==> src/rtl/pipe_ctrl_pkg.sv <==
// Shared definitions for the RV32I pipeline control slice.
// Holds the controller state encoding, the bubble (NOP) encoding loaded by
// stage registers on flush, opcode constants shared with the ID hazard
// checker, the per-stage control bundle, and perf-counter slot indices.
package pipe_ctrl_pkg;

  typedef enum logic [1:0] {
    INIT = 2'd0,
    RUN  = 2'd1,
    HALT = 2'd2
  } state_e;

  // addi x0, x0, 0 -- what a flushed stage register holds (rf_we=0)
  localparam logic [31:0] NOP = 32'h0000_0013;

  localparam logic [6:0] OP_LOAD   = 7'b000_0011;
  localparam logic [6:0] OP_STORE  = 7'b010_0011;
  localparam logic [6:0] OP_BRANCH = 7'b110_0011;
  localparam logic [6:0] OP_JAL    = 7'b110_1111;
  localparam logic [6:0] OP_JALR   = 7'b110_0111;
  localparam logic [6:0] OP_OPIMM  = 7'b001_0011;
  localparam logic [6:0] OP_OP     = 7'b011_0011;
  localparam logic [6:0] OP_SYSTEM = 7'b111_0011;

  // Per-stage enables/flushes driven out of the controller
  typedef struct packed {
    logic        pc_we;
    logic        pc_redirect;
    logic [31:0] npc_target;
    logic        if_id_we;
    logic        id_ex_we;
    logic        ex_mem_we;
    logic        mem_wb_we;
    logic        if_id_flush;
    logic        id_ex_flush;
    logic        mem_wb_flush;
    logic        halted;
  } stage_ctrl_t;

  // Perf counter slots
  localparam int NUM_CNT   = 3;
  localparam int CNT_CYC   = 0;
  localparam int CNT_STALL = 1;
  localparam int CNT_FLUSH = 2;

endpackage

==> src/rtl/pipe_perf_counters.sv <==
// Hazard performance counters: one free-running wrapping counter per slot,
// each advanced by its own increment enable.
// Ports: clk, rst (async high), inc[NUM_CNT] enables, cnt[NUM_CNT] values.
module pipe_perf_counters
  import pipe_ctrl_pkg::*;
#(
  parameter int CNT_W = 32
) (
  input  logic                            clk,
  input  logic                            rst,
  input  logic [NUM_CNT-1:0]              inc,
  output logic [NUM_CNT-1:0][CNT_W-1:0]   cnt
);

  for (genvar i = 0; i < NUM_CNT; i++) begin : g_cnt
    logic [CNT_W-1:0] q;
    always_ff @(posedge clk or posedge rst) begin
      if (rst)         q <= '0;
      else if (inc[i]) q <= q + 1'b1;   // wraps modulo 2^CNT_W
    end
    assign cnt[i] = q;
  end

endmodule

==> src/rtl/pipeline_stall_ctrl.sv <==
// Pipeline stall/flush controller for the 5-stage RV32I core.
// Turns hazard requests (load-use, EX redirect, DRAM busy, WB halt) into
// per-stage write enables and bubble flushes; runs the one-cycle post-reset
// clear, the halt state, the DRAM-wait watchdog and the perf counters.
// Ports:
//   clk, rst (async high)
//   lu_stall_req, ex_redirect, ex_redirect_pc, mem_busy, wb_halt  -- requests
//   pc_we, pc_redirect, npc_target                                -- PC control
//   *_we, *_flush                                                 -- stage regs
//   halted, hz_err                                                -- status
//   stall_cnt, flush_cnt, cycle_cnt                               -- counters
module pipeline_stall_ctrl
  import pipe_ctrl_pkg::*;
#(
  parameter int          CNT_W       = 32,
  parameter int          MEM_TIMEOUT = 16,
  parameter logic [31:0] RESET_PC    = 32'h0000_0000
) (
  input  logic             clk,
  input  logic             rst,
  input  logic             lu_stall_req,
  input  logic             ex_redirect,
  input  logic [31:0]      ex_redirect_pc,
  input  logic             mem_busy,
  input  logic             wb_halt,
  output logic             pc_we,
  output logic             pc_redirect,
  output logic [31:0]      npc_target,
  output logic             if_id_we,
  output logic             id_ex_we,
  output logic             ex_mem_we,
  output logic             mem_wb_we,
  output logic             if_id_flush,
  output logic             id_ex_flush,
  output logic             mem_wb_flush,
  output logic             halted,
  output logic             hz_err,
  output logic [CNT_W-1:0] stall_cnt,
  output logic [CNT_W-1:0] flush_cnt,
  output logic [CNT_W-1:0] cycle_cnt
);

  localparam int                WAIT_W   = $clog2(MEM_TIMEOUT + 1);
  localparam logic [WAIT_W-1:0] WAIT_MAX = WAIT_W'(MEM_TIMEOUT);

  state_e            state_q, state_d;
  stage_ctrl_t       ctrl;
  logic              run;
  logic              take_freeze, take_redir, take_lu;
  logic              lu_prev;
  logic [WAIT_W-1:0] wait_cnt;
  logic              lu_err, wd_err;

  assign run = (state_q == RUN);

  // Next state + stage controls. Priority order in RUN:
  // freeze on DRAM busy > EX redirect > load-use stall > normal flow.
  always_comb begin
    ctrl        = '0;
    state_d     = state_q;
    take_freeze = 1'b0;
    take_redir  = 1'b0;
    take_lu     = 1'b0;
    unique case (state_q)
      INIT: begin
        ctrl.pc_we        = 1'b1;
        ctrl.pc_redirect  = 1'b1;
        ctrl.npc_target   = RESET_PC;
        ctrl.if_id_flush  = 1'b1;
        ctrl.id_ex_flush  = 1'b1;
        ctrl.mem_wb_flush = 1'b1;
        state_d           = RUN;
      end
      RUN: begin
        if (mem_busy) begin
          // EX is held, so a pending redirect re-asserts once MEM finishes
          take_freeze       = 1'b1;
          ctrl.mem_wb_flush = 1'b1;
        end else if (ex_redirect) begin
          // ID instruction is killed, so any load-use request is moot
          take_redir        = 1'b1;
          ctrl.pc_we        = 1'b1;
          ctrl.pc_redirect  = 1'b1;
          ctrl.npc_target   = ex_redirect_pc;
          ctrl.if_id_we     = 1'b1;
          ctrl.id_ex_we     = 1'b1;
          ctrl.ex_mem_we    = 1'b1;
          ctrl.mem_wb_we    = 1'b1;
          ctrl.if_id_flush  = 1'b1;
          ctrl.id_ex_flush  = 1'b1;
        end else if (lu_stall_req) begin
          // hold PC and IF/ID, inject a bubble into EX, let EX..WB drain
          take_lu          = 1'b1;
          ctrl.id_ex_we    = 1'b1;
          ctrl.ex_mem_we   = 1'b1;
          ctrl.mem_wb_we   = 1'b1;
          ctrl.id_ex_flush = 1'b1;
        end else begin
          ctrl.pc_we     = 1'b1;
          ctrl.if_id_we  = 1'b1;
          ctrl.id_ex_we  = 1'b1;
          ctrl.ex_mem_we = 1'b1;
          ctrl.mem_wb_we = 1'b1;
        end
        // halt wins over a DRAM freeze for the transition only
        if (wb_halt) state_d = HALT;
      end
      HALT: ctrl.halted = 1'b1;
      default: state_d = INIT;
    endcase
  end

  // A second load-use request right after a stall would target the bubble
  assign lu_err = run && lu_stall_req && lu_prev && !mem_busy;
  // Fires on the edge where wait_cnt reaches MEM_TIMEOUT
  assign wd_err = run && mem_busy && (wait_cnt >= WAIT_MAX - 1'b1);

  always_ff @(posedge clk or posedge rst) begin
    if (rst) begin
      state_q  <= INIT;
      lu_prev  <= 1'b0;
      wait_cnt <= '0;
      hz_err   <= 1'b0;
    end else begin
      state_q <= state_d;
      lu_prev <= take_lu;
      if (run && mem_busy) begin
        if (wait_cnt != WAIT_MAX) wait_cnt <= wait_cnt + 1'b1;
      end else begin
        wait_cnt <= '0;
      end
      if (lu_err || wd_err) hz_err <= 1'b1;
    end
  end

  logic [NUM_CNT-1:0]            cnt_inc;
  logic [NUM_CNT-1:0][CNT_W-1:0] cnt;

  always_comb begin
    cnt_inc            = '0;
    cnt_inc[CNT_CYC]   = run;
    cnt_inc[CNT_STALL] = take_freeze | take_lu;
    cnt_inc[CNT_FLUSH] = take_redir;
  end

  pipe_perf_counters #(.CNT_W(CNT_W)) u_perf (
    .clk (clk),
    .rst (rst),
    .inc (cnt_inc),
    .cnt (cnt)
  );

  assign cycle_cnt = cnt[CNT_CYC];
  assign stall_cnt = cnt[CNT_STALL];
  assign flush_cnt = cnt[CNT_FLUSH];

  assign pc_we        = ctrl.pc_we;
  assign pc_redirect  = ctrl.pc_redirect;
  assign npc_target   = ctrl.npc_target;
  assign if_id_we     = ctrl.if_id_we;
  assign id_ex_we     = ctrl.id_ex_we;
  assign ex_mem_we    = ctrl.ex_mem_we;
  assign mem_wb_we    = ctrl.mem_wb_we;
  assign if_id_flush  = ctrl.if_id_flush;
  assign id_ex_flush  = ctrl.id_ex_flush;
  assign mem_wb_flush = ctrl.mem_wb_flush;
  assign halted       = ctrl.halted;

endmodule

==> config.mk <==
export PLATFORM = sky130hd
export DESIGN_NAME = pipeline_stall_ctrl
export DESIGN_NICKNAME = d
export VERILOG_FILES = /design/src/rtl/pipe_ctrl_pkg.sv /design/src/rtl/pipe_perf_counters.sv /design/src/rtl/pipeline_stall_ctrl.sv
export SDC_FILE = /design/constraint.sdc
export NUM_CORES = 1
export LEC_CHECK = 0
export CAP_MARGIN = 20
export CORE_MARGIN = 3
export CORE_UTILIZATION = 49
export DETAILED_ROUTE_END_ITERATION = 8
export GPL_ROUTABILITY_DRIVEN = 0
export PLACE_DENSITY = 0.86
export SYNTH_ARGS = -nofsm -noshare
export SYNTH_HDL_FRONTEND = slang
export SYNTH_HIERARCHICAL = 1
export SYNTH_SLANG_ARGS = --single-unit
==> constraint.sdc <==
create_clock -name clk -period 9.75 [get_ports clk]
set_clock_uncertainty 0.05 [all_clocks]
set_input_delay 1.95 -clock clk [delete_from_list [all_inputs] [get_ports clk]]
set_output_delay 1.95 -clock clk [all_outputs]
set_load 0.02 [all_outputs]
Yosys cells after proc, flatten, opt, wreduce, memory -nomap -nowiden
Cells that the tools add are included.

Output and inout port bits: 139. Bits in registers: 105. Input port bits: 38. Logic and storage cells: 51.

$add $sub $neg: 4. Reductions and logical operators: 9. Bitwise logic cells: 2. Eq/ne operators: 5. Muxes and demuxes: 23. $lt $le $gt $ge: 1.

Operators with widths (count): adder 32 x 1 -> 32 bit (second input constant) (3); case mux 34 bit (2 select lines) (1); two-way mux 40 bit (1); two-way mux 33 bit (1); two-way mux 1 bit (13); two-way mux 5 bit (2); two-way mux 4 bit (2); case mux 2 bit (3 select lines) (1); case mux 3 bit (2 select lines) (1); adder 5 x 1 -> 5 bit (second input constant) (1); >= comparator 5 x 4 -> 1 bit (second input constant) (1); logical AND 1 bit (5); inequality test 5 bit (second input constant) (1); equality test 2 x 1 -> 1 bit (second input constant) (1); equality test 2 bit (second input constant) (1); logical NOT 2 bit (1); two-way mux 2 bit (1); inequality test 2 x 1 -> 1 bit (second input constant) (1); inequality test 2 bit (second input constant) (1); AND reduction 2 bit (1); logical NOT 1 bit (1); logical OR 1 bit (1); inverter 1 bit (1); OR 1 bit (1).

Longest topological paths before layout
Word-level depth: 5. Depth in mapped cells: 10. Depth with buffers taken out: 7.

Cells and area by module
Netlist, hierarchy kept.

Modules (own cells, without submodules): pipe_perf_counters (instances 1, area an instance 4331.7 sq um, seq. area each 2402.3 sq um, cells an instance 374); pipeline_stall_ctrl (instances 1, area an instance 824.5 sq um, seq. area each 225.2 sq um, cells an instance 94).

Worst setup path after synthesis
OpenSTA, ideal clock, no wires.

Path type: input to output. From: input port mem_busy. To: output port pc_redirect. Buffers on the path: 3. Slack: 4.812 ns. Data required time: 7.750 ns. Stages: 6. Arrival: 2.938 ns. Cell sequence: inv_1 > and3_4 > buf_6 > buf_6 > o21bai_1 > buf_4.

Word-level cells in the longest chain between the ends: 2.

RTL lines: start: declaration (RTL line pipeline_stall_ctrl.sv:24) `input logic mem_busy,`; two-way mux 40 bit (RTL line pipeline_stall_ctrl.sv:75) `if (mem_busy) begin`; case mux 34 bit (2 select lines) (RTL line pipeline_stall_ctrl.sv:64) `unique case (state_q)`; end: declaration (RTL line pipeline_stall_ctrl.sv:27) `output logic pc_redirect,`.

No other way between the ends.

Final worst setup path
From: input port mem_busy. To: output port if_id_flush.

Word-level cells in the longest chain between the ends: 2.

RTL lines: two-way mux 40 bit (RTL line pipeline_stall_ctrl.sv:75); case mux 3 bit (2 select lines) (RTL line pipeline_stall_ctrl.sv:64); end: declaration (RTL line pipeline_stall_ctrl.sv:33) `output logic if_id_flush,`.

No other way between the ends.

==> impl_metrics.toml <==
[outcome]
status = "finished, final reports clean"

[yosys]
synth-seq-area-share_pct = 50.96
synth.top_cells.by_area = "dfrtp_1 (51%), xnor2_1 (11%), xor2_1 (5.3%), nand4_1 (4.1%), and2_4 (3.1%)"
ys_types = 44
avgSynthCellArea_um2 = 11.02
synth_top_area_share_pct = 50.96
netlist_area_um2 = 5156
yosysTopAreaCell = "dfrtp_1"
syn_nets = 512
ys_ff_latch = 105
yosysWarnings = 6
syn_inst = 468

[hold_path]
hold_class = "flop to flop"

[clock_tree]
cts_num_sinks = 105
cts-root-buf = "clkbuf_8"
clockBufferDepth = 2
post_cts_buffers = 0
cts_tree = "built"
path_clk_slew_ns = 0.11
postCtsHoldBufs = 0
numCtsBuffers = 9
ctsHtreeMaxLevel = 3
cts_resized = 0
insertion_delay_ns = 0.36

[cells_and_area]
nets = 685
final_util_pct = 71.62
layoutNonFillerInstCount = 778
final_layout_size_suffix_gt1_share_pct = 8.682
multi_input_area_um2 = 2369
nFillCells = 715
mostFrequentLayoutCell = "clkdlybuf4s50_1"
num_antenna_cells = 0
regArea_um2 = 2628
mostFrequentLayoutCells = "clkdlybuf4s50_1 (176), dfrtp_1 (105), xnor2_1 (65)"
synthToLayoutAreaGrowth_pct = 38.90

[global_routing]
grt_antenna_before_repair = 0
grt_pass1_wl_um = 20890
grtUsageTotal_pct = 22.51
grt_max_degree = 62
grt_pass1_vias = 4186
overflow = 0

[detailed_routing]
ant_nets = 0
vias = 4195
drt-initial-drc-count = 211
drc = 0
via_per_inst = 5.392
firstDrtPassIters = 4
wl_um = 13060
wl_per_cell_um = 16.79

[worst_setup_path]
cp-start-kind = "primary input"
crit_fanout = 39
cp.arrival_ns = 3.90
required_ns = 7.75
end_kind = "output port"
crit_type = "primary input to output port"

[sta]
hold-worst-slack_ns = 0.4275
tightest_slew_ns = 0.7723
setup_violations = 0
layout_setup_ws_ns = 3.851
finalSetupTns_ns = 0
slew_violations = 0
finalCriticalPeriod_ns = 5.899
finalHoldViolCount = 0
fin_crit_sh_pct = 60.50
slew-limit-headroom_pct = 48.52
rsz0062_at_grt = "no"
timing.fmax_mhz = 169.5

[die]
start_util_pct = 51.56
fp-row-count = 36
die_h_um = 108.6
io_pins = 177
die_w_um = 108.6
fp.coreArea_um2 = 10000
die_area_um2 = 11790

[place]
io_buffers = 176
preCtsSetupSlack_ns = 3.868
dp_hpwl_um = 9784
dp.cells = 763

[power_and_ir_drop]
peakVddDrop_mv = 0.1490
p_leak_uw = 0.003059
power_density_nw_per_um2 = 160.7

[job]
cap_violations = 0
==> cell families (layout without fill, tap and decap cells) <==
logic type	Yosys count	after routing	share of synthesized area, %
flops	105	105	50.96
compound gates	11	11	1.237
fa+ha+maj	6	6	1.456
simple gates	218	218	26.09
xor+xnor	96	96	16.31
buf+inv	28	205	3.106
mux	4	4	0.8493
==> routing by layer <==
layer  global-route usage (%)  routed length [um]
met2                    37.56                6487
met1                    28.79                5468
met3                    6.269                 989
met5                        0                   0
met4                    6.222                 118
==> worst paths after layout <==
| check | startpoint | to | slack [ns] | cells past startpoint |
|---|---|---|---|---|
| setup / recovery | mem_busy | if_id_flush | 3.85 | 5 |
| max in group asynchronous | rst | u_perf/g_cnt[2].q[3] | 6.51 | 3 |
| setup reg to reg | state_q[1] | u_perf/g_cnt[1].q[30] | 7.10 | 5 |
| hold / removal | u_perf/g_cnt[1].q[31] | u_perf/g_cnt[1].q[31] | 0.43 | 1 |
| hold reg to reg | u_perf/g_cnt[1].q[31] | u_perf/g_cnt[1].q[31] | 0.43 | 1 |
| min in group asynchronous | rst | state_q[0] | 1.86 | 2 |
==> flip-flops by register name, indices dropped and copies added, names as in the netlist <==
signal / count
hz_err: 1
wait_cnt: 5
state_q: 2
u_perf/g_cnt.q: 96
lu_prev: 1
==> stage by stage <==
stage | total power (uW) | area, um2
floorplan | 740.7 | 5156
global placement | 900.4 | 6985
detailed placement | 911.8 | 6985
CTS | 1164 | 7162
global route | 1214 | 7162
finish | 1151 | 7162
==> synthesized netlist by cell type (all sizes together) <==
cell type	number
a311oi	1
nand2b	2
and4bb	2
ha	6
buf	13
mux2	3
nand4b	1
o21ai	1
or3	1
and2	39
nor2	12
nand4	36
mux2i	1
o21bai	2
nand2	34
nand3	31
nor2b	1
xor2	31
nor4	13
dfrtp	105
a21oi	7
and4	13
clkbuf	3
or2	1
and3	16
inv	12
xnor2	65
nor3	16
==> cell type report <==
cell class	instances	share of cell area (%)
repair buffers	178	24.81
well taps	133	2.324
inverters	12	0.6464
multi-input cells	335	33.07
clock inverters	6	0.7338
flip-flops and latches	105	36.69
clock buffers	9	1.730
==> report_power, final <==
| group | internal, uW | total, uW | leakage [uW] | switching, uW |
|---|---|---|---|---|
| sequential | 474 | 535 | 0.00142 | 61.3 |
| clock | 96.1 | 250 | 0.0000895 | 154 |
| combinational | 176 | 365 | 0.00155 | 189 |
| total | 746 | 1150 | 0.00306 | 404 |
==> critical path: stages <==
cell	delay (ns)
clkdlybuf4s50_1	0.49
inv_1	0.17
and3_4	0.44
o21bai_1	0.19
clkdlybuf4s50_1	0.64
No activity file was read; power rests on OpenSTA's default activity.
==> patch 1, RTL diff (config.mk and constraints unchanged) <==
Make the reset (`rst`) synchronous in 2 clocked blocks. Comments in the files are not updated.
--- a/src/rtl/pipe_perf_counters.sv
+++ b/src/rtl/pipe_perf_counters.sv
@@ -16,3 +16,3 @@
     logic [CNT_W-1:0] q;
-    always_ff @(posedge clk or posedge rst) begin
+    always_ff @(posedge clk) begin
       if (rst)         q <= '0;
--- a/src/rtl/pipeline_stall_ctrl.sv
+++ b/src/rtl/pipeline_stall_ctrl.sv
@@ -117,3 +117,3 @@
 
-  always_ff @(posedge clk or posedge rst) begin
+  always_ff @(posedge clk) begin
     if (rst) begin
Behaviour: differs if rst is asserted again (counterexample within 4 cycles, from zero or initial values and one cycle with rst high); with rst held inactive, the same outputs for 10 cycles.
==> patch 1 against the unedited design <==
  * Synthesized area grew 2.4%
  * Routed wire length rose by 15%
  * Final area increased by 1.4%
  * Sequential cell count did not move
  * First-iteration DRC count up 32%
  * Count of clock-buffer cells in the layout is 2 higher
  * Setup slack lost 8.0 ps
  * Global-route usage is 1.3 points higher
  * Largest cell class is now multi-input gates
Power is not compared: it rests on default switching activity, and its combinational part moved more than twofold at a synthesized area within 25%.
==> patch 1: results (changes against the unedited design) <==
- Synthesized net count: 669 (+31%)
- Static Leak: 0.00229 µW
- Fraction of registers with async set/reset: 0% (-100 points)
- Worst-Margin Slew: 1080 ps (+308 ps)
- Largest net degree at the start of global routing: 105 (+69%)
- Largest registers: u_perf/g_cnt.q: 96 flops, wait_cnt: 5 flops, state_q: 2 flops
- Routed wire per std cell: 16.4 µm (-2.5%)
- HP Class: reg2reg
- First-pass GRT wire length: 23.2 mm (+11%)
- Endpoint, Worst Hold: hz_err
- Depth of the worst hold-timing path: 2 (+1)
- First-pass iteration count of the detailed router: 4 (unchanged)
- Fraction of layout cells with a size suffix above 1: 5.73% (-2.9 points)
- Buffers on Ports: 176 (unchanged)
- Setup bufs post-CTS: 0 (unchanged)
- Post-DP HPWL: 11.1 mm (+13%)
- Synth Instances: 625 (+34%)
- Hold_sp: hz_err
- Ys Warns: 6 (unchanged)
- Diodes inserted: 0 (unchanged)
- Final net count: 824 (+20%)
- Cts repair resizes: 0 (unchanged)
- # fillers: 853 (+19%)
- Vias per inst: 5.71 (+5.9%)
- Register area share after synthesis: 39.8% (-11 points)
- DRT iter0 DRCs: 278 (+32%)
- Initial antenna violation count: 0 (unchanged)
- CTS buffer count: 9 (unchanged)
- Yosys cell types: 45 (+2.3%)
- R2r startpoint: state_q[0]
- Commonest cells post-synth: dfxtp_1 (105), a21oi_1 (64), nor2_1 (46)
- GRT Util Overall: 23.8% (+1.3 points)
- Most area-consuming cells after synthesis: dfxtp_1 (40%), a21oi_1 (6.1%), or4_1 (4.8%)
- FF-to-FF setup slack: 6620 ps (-480 ps)
- Clk_lat worst skew: 360 ps (about the same)
- Worst reg2reg path depth: 7 (+2)
- Ys flop type: dfxtp_1
- Outcome: finished clean
- Crit path DAT: 3910 ps (about the same)
- Max Fanout on Critical Path: 34 (-13%)
- Worst R2R End: u_perf/g_cnt[2].q[18]
- Max VDD drop: 0.0906 mV
- Number of global-route vias before repair: 4762 (+14%)
- Clock transition at path regs: ~100 ps
- Clk buf depth: 2 (unchanged)
- Root Buffer: clkbuf_8
- CTS H-tree lvls: 3 (unchanged)
==> patch 1: cell count changes after synthesis, moves of 27 or more <==
cell / before / now
dfrtp_1: 105 / 0
xnor2_1: 65 / 19
o31ai_1: 0 / 30
dfxtp_1: 0 / 105
nor2_1: 12 / 46
a21oi_1: 7 / 64
or3_1: 0 / 27
or4_1: 0 / 34
==> patch 1: report_power, final <==
| part | total (µW) | internal (µW) | switching, µW |
|---|---|---|---|
| Combinational | 74.0 | 37.5 | 36.5 |
| Sequential | 437 | 432 | 5.07 |
| Clock | 283 | 134 | 149 |
| Total | 794 | 604 | 191 |
==> patch 1: layer usage <==
metal	GRT usage [%]	up-vias	routed length, µm
met5	0	-	0
met4	6.59	0	165
met3	4.70	14	1040
met2	43.7	182	7920
met1	27.9	2459	5960
li1	-	2605	-
==> patch 1: worst max-delay path by stage <==
stage / start / endpoint / slack [ps] / cells past startpoint
after floorplan: mem_busy / pc_redirect / 4890 / 4
after global placement: mem_busy / pc_redirect / 3410 / 4
after detailed placement: mem_busy / pc_redirect / 3300 / 4
after CTS: mem_busy / pc_redirect / 3310 / 4
after global routing: mem_busy / if_id_flush / 3740 / 5
final: mem_busy / pc_redirect / 3840 / 5
==> patch 1: critical path: stages <==
cell             delay [ps]
clkdlybuf4s50_1         530
nor3b_4                 360
buf_8                   250
o21bai_1                160
clkdlybuf4s50_1         660
==> patch 1: layout make-up <==
| type | instances | area, µm² | share of cell area (%) |
|---|---|---|---|
| multi-input cells | 467 | 2930 | 40.3 |
| flip-flops and latches | 105 | 2100 | 28.9 |
| repair buffers | 178 | 1780 | 24.5 |
| well taps | 136 | 170 | 2.34 |
| clock buffers | 11 | 151 | 2.08 |
| inverters | 19 | 71.3 | 0.982 |
| clock inverters | 5 | 63.8 | 0.878 |
==> patch 1: logic make-up after synthesis <==
kind of cell               after synthesis  synth area share (%)
and+or+nand+nor                        292                  32.9
AOI/OAI and AO/OA                      126                  13.7
DFF                                    105                  39.8
buffers and inverters                   53                  4.74
xor gates and xnor gates                36                  5.97
muxes                                    7                  1.40
adders and majority gates                6                  1.42
==> patch 1: per-stage QoR <==
step                      worst slack, ps  hold WS, ps  utilization, %  instances  area (µm²)
after floorplan                      4890          446               -        625        5280
final                                3840          414            69.7        921        7260
after global placement               3410          392            67.5        904        7030
after detailed placement             3300          401            67.5        904        7030
after CTS                            3310          416            69.6        920        7250
after global routing                 3740          427            69.7        921        7260
==> patch 2, RTL diff (same flow settings) <==
Made on the original files. The package constant `NUM_CNT` goes from 3 to 5.
--- a/src/rtl/pipe_ctrl_pkg.sv
+++ b/src/rtl/pipe_ctrl_pkg.sv
@@ -40,3 +40,3 @@
   // Perf counter slots
-  localparam int NUM_CNT   = 3;
+  localparam int NUM_CNT   = 5;
   localparam int CNT_CYC   = 0;
Function: kept (equiv_simple and equiv_induct, registers matched by name and starting in step).
==> patch 2 against the unedited design <==
  * Setup slack worse by 13 ps
  * Clock power is 24% higher
  * Synthesized area is 2.7% lower
  * Non-clock buffer count is 1 lower
  * Total power grew 4.0%
  * Final area shrank 0.84%
  * Worst hold slack improved by 16 ps
  * Sequential cell count did not move
  * Sequential share of layout area increased by 0.31 points
  * Critical path depth unchanged
  * Global-route usage is 0.88 points lower
  * Final cell count shrank 1.9%
  * Routed wire length fell by 7.0%
  * Critical path type unchanged
  * Largest cell class unchanged
==> patch 2: results (changes against the unedited design) <==
- Static Leak: 0.00303 µW (-0.81%)
- # fillers: 702 (-1.8%)
- Post-DP HPWL: 9.38 mm (-4.2%)
- Cts repair resizes: 0 (unchanged)
- Final WL: 12.1 mm (-7.0%)
- CTS H-tree lvls: 3 (unchanged)
- Mean Syn Cell Area: 11.2 µm² (+1.6%)
- Max VDD drop: 0.198 mV (+33%)
- Fraction of layout cells with a size suffix above 1: 8.57% (-0.11 points)
- Beginning of the critical path: mem_busy
- Largest net degree at the start of global routing: 60 (-3.2%)
- DRT iter0 DRCs: 140 (-34%)
- Crit path DAT: 3910 ps (about the same)
- Largest registers: u_perf/g_cnt.q: 96 flops, wait_cnt: 5 flops, state_q: 2 flops
- Dpl cells: 747 (-2.1%)
- First-pass GRT wire length: 19.9 mm (-4.6%)
- Internal Power: 804 µW (+7.7%)
- Final net count: 669 (-2.3%)
- Number of global-route vias before repair: 3936 (-6.0%)
- Synthesized net count: 492 (-3.9%)
- Placed Area: 6870 µm² (-1.7%)
- Outcome: finished clean
- Worst-Margin Slew: 729 ps (-43.3 ps)
- Vias per inst: 5.10 (-5.4%)
- Post-layout instance count excluding filler cells: 763 (-1.9%)
- Hold_sp: u_perf/g_cnt[0].q[26]
- GRT Util Overall: 21.6% (-0.88 points)
==> patch 2: worst paths after layout <==
| path | slack (ps) | endpoint | cells after the start |
|---|---|---|---|
| worst max-delay path | 3840 | npc_target[18] | 5 |
| worst max register to register | 6990 | u_perf/g_cnt[2].q[31] | 8 |
| worst min-delay path | 440 | u_perf/g_cnt[0].q[26] | 1 |
| worst min register to register | 440 | u_perf/g_cnt[0].q[26] | 1 |
| max in group asynchronous | 6580 | u_perf/g_cnt[2].q[0] | 3 |
| min in group asynchronous | 1900 | lu_prev | 2 |
==> patch 2: critical path, cell delays in order <==
cell and delay (ps):
clkdlybuf4s50_1 490, inv_1 160, and3_4 460, and2_1 210, clkdlybuf4s50_1 630
==> patch 2: power by group through the flow <==
| stage | registers, µW | clock network (µW) | logic (µW) |
|---|---|---|---|
| after floorplan | 561 | 0 | 174 |
| after global placement | 538 | 0 | 347 |
| after detailed placement | 542 | 0 | 354 |
| after CTS | 535 | 317 | 356 |
| after global routing | 544 | 333 | 380 |
| final | 535 | 310 | 352 |
==> patch 2: layout make-up <==
| cell class | count | share of cell area (%) |
|---|---|---|
| flip-flops and latches | 105 | 37.0 |
| multi-input cells | 321 | 31.8 |
| repair buffers | 177 | 24.9 |
| well taps | 133 | 2.34 |
| clock buffers | 10 | 1.94 |
| clock inverters | 6 | 1.37 |
| inverters | 11 | 0.617 |
==> patch 2: through the flow <==
stage / util [%] / worst slack, ps / total power (µW)
5_1_grt: 72.0 / 3710 / 1260
6_report: 72.0 / 3840 / 1200
3_5_place_dp: 69.6 / 3820 / 896
3_3_place_gp: 69.6 / 3910 / 885
2_1_floorplan: - / 4810 / 735
4_1_cts: 72.0 / 3820 / 1210
==> patch 2: routing by layer <==
metal  track usage, %  share of wire (%)  wire length, µm
met1             27.5                 42             5140
met2             37.8                 51             6240
met3             3.37                4.5              545
met4             6.85                1.8              221
met5                0                  0                0
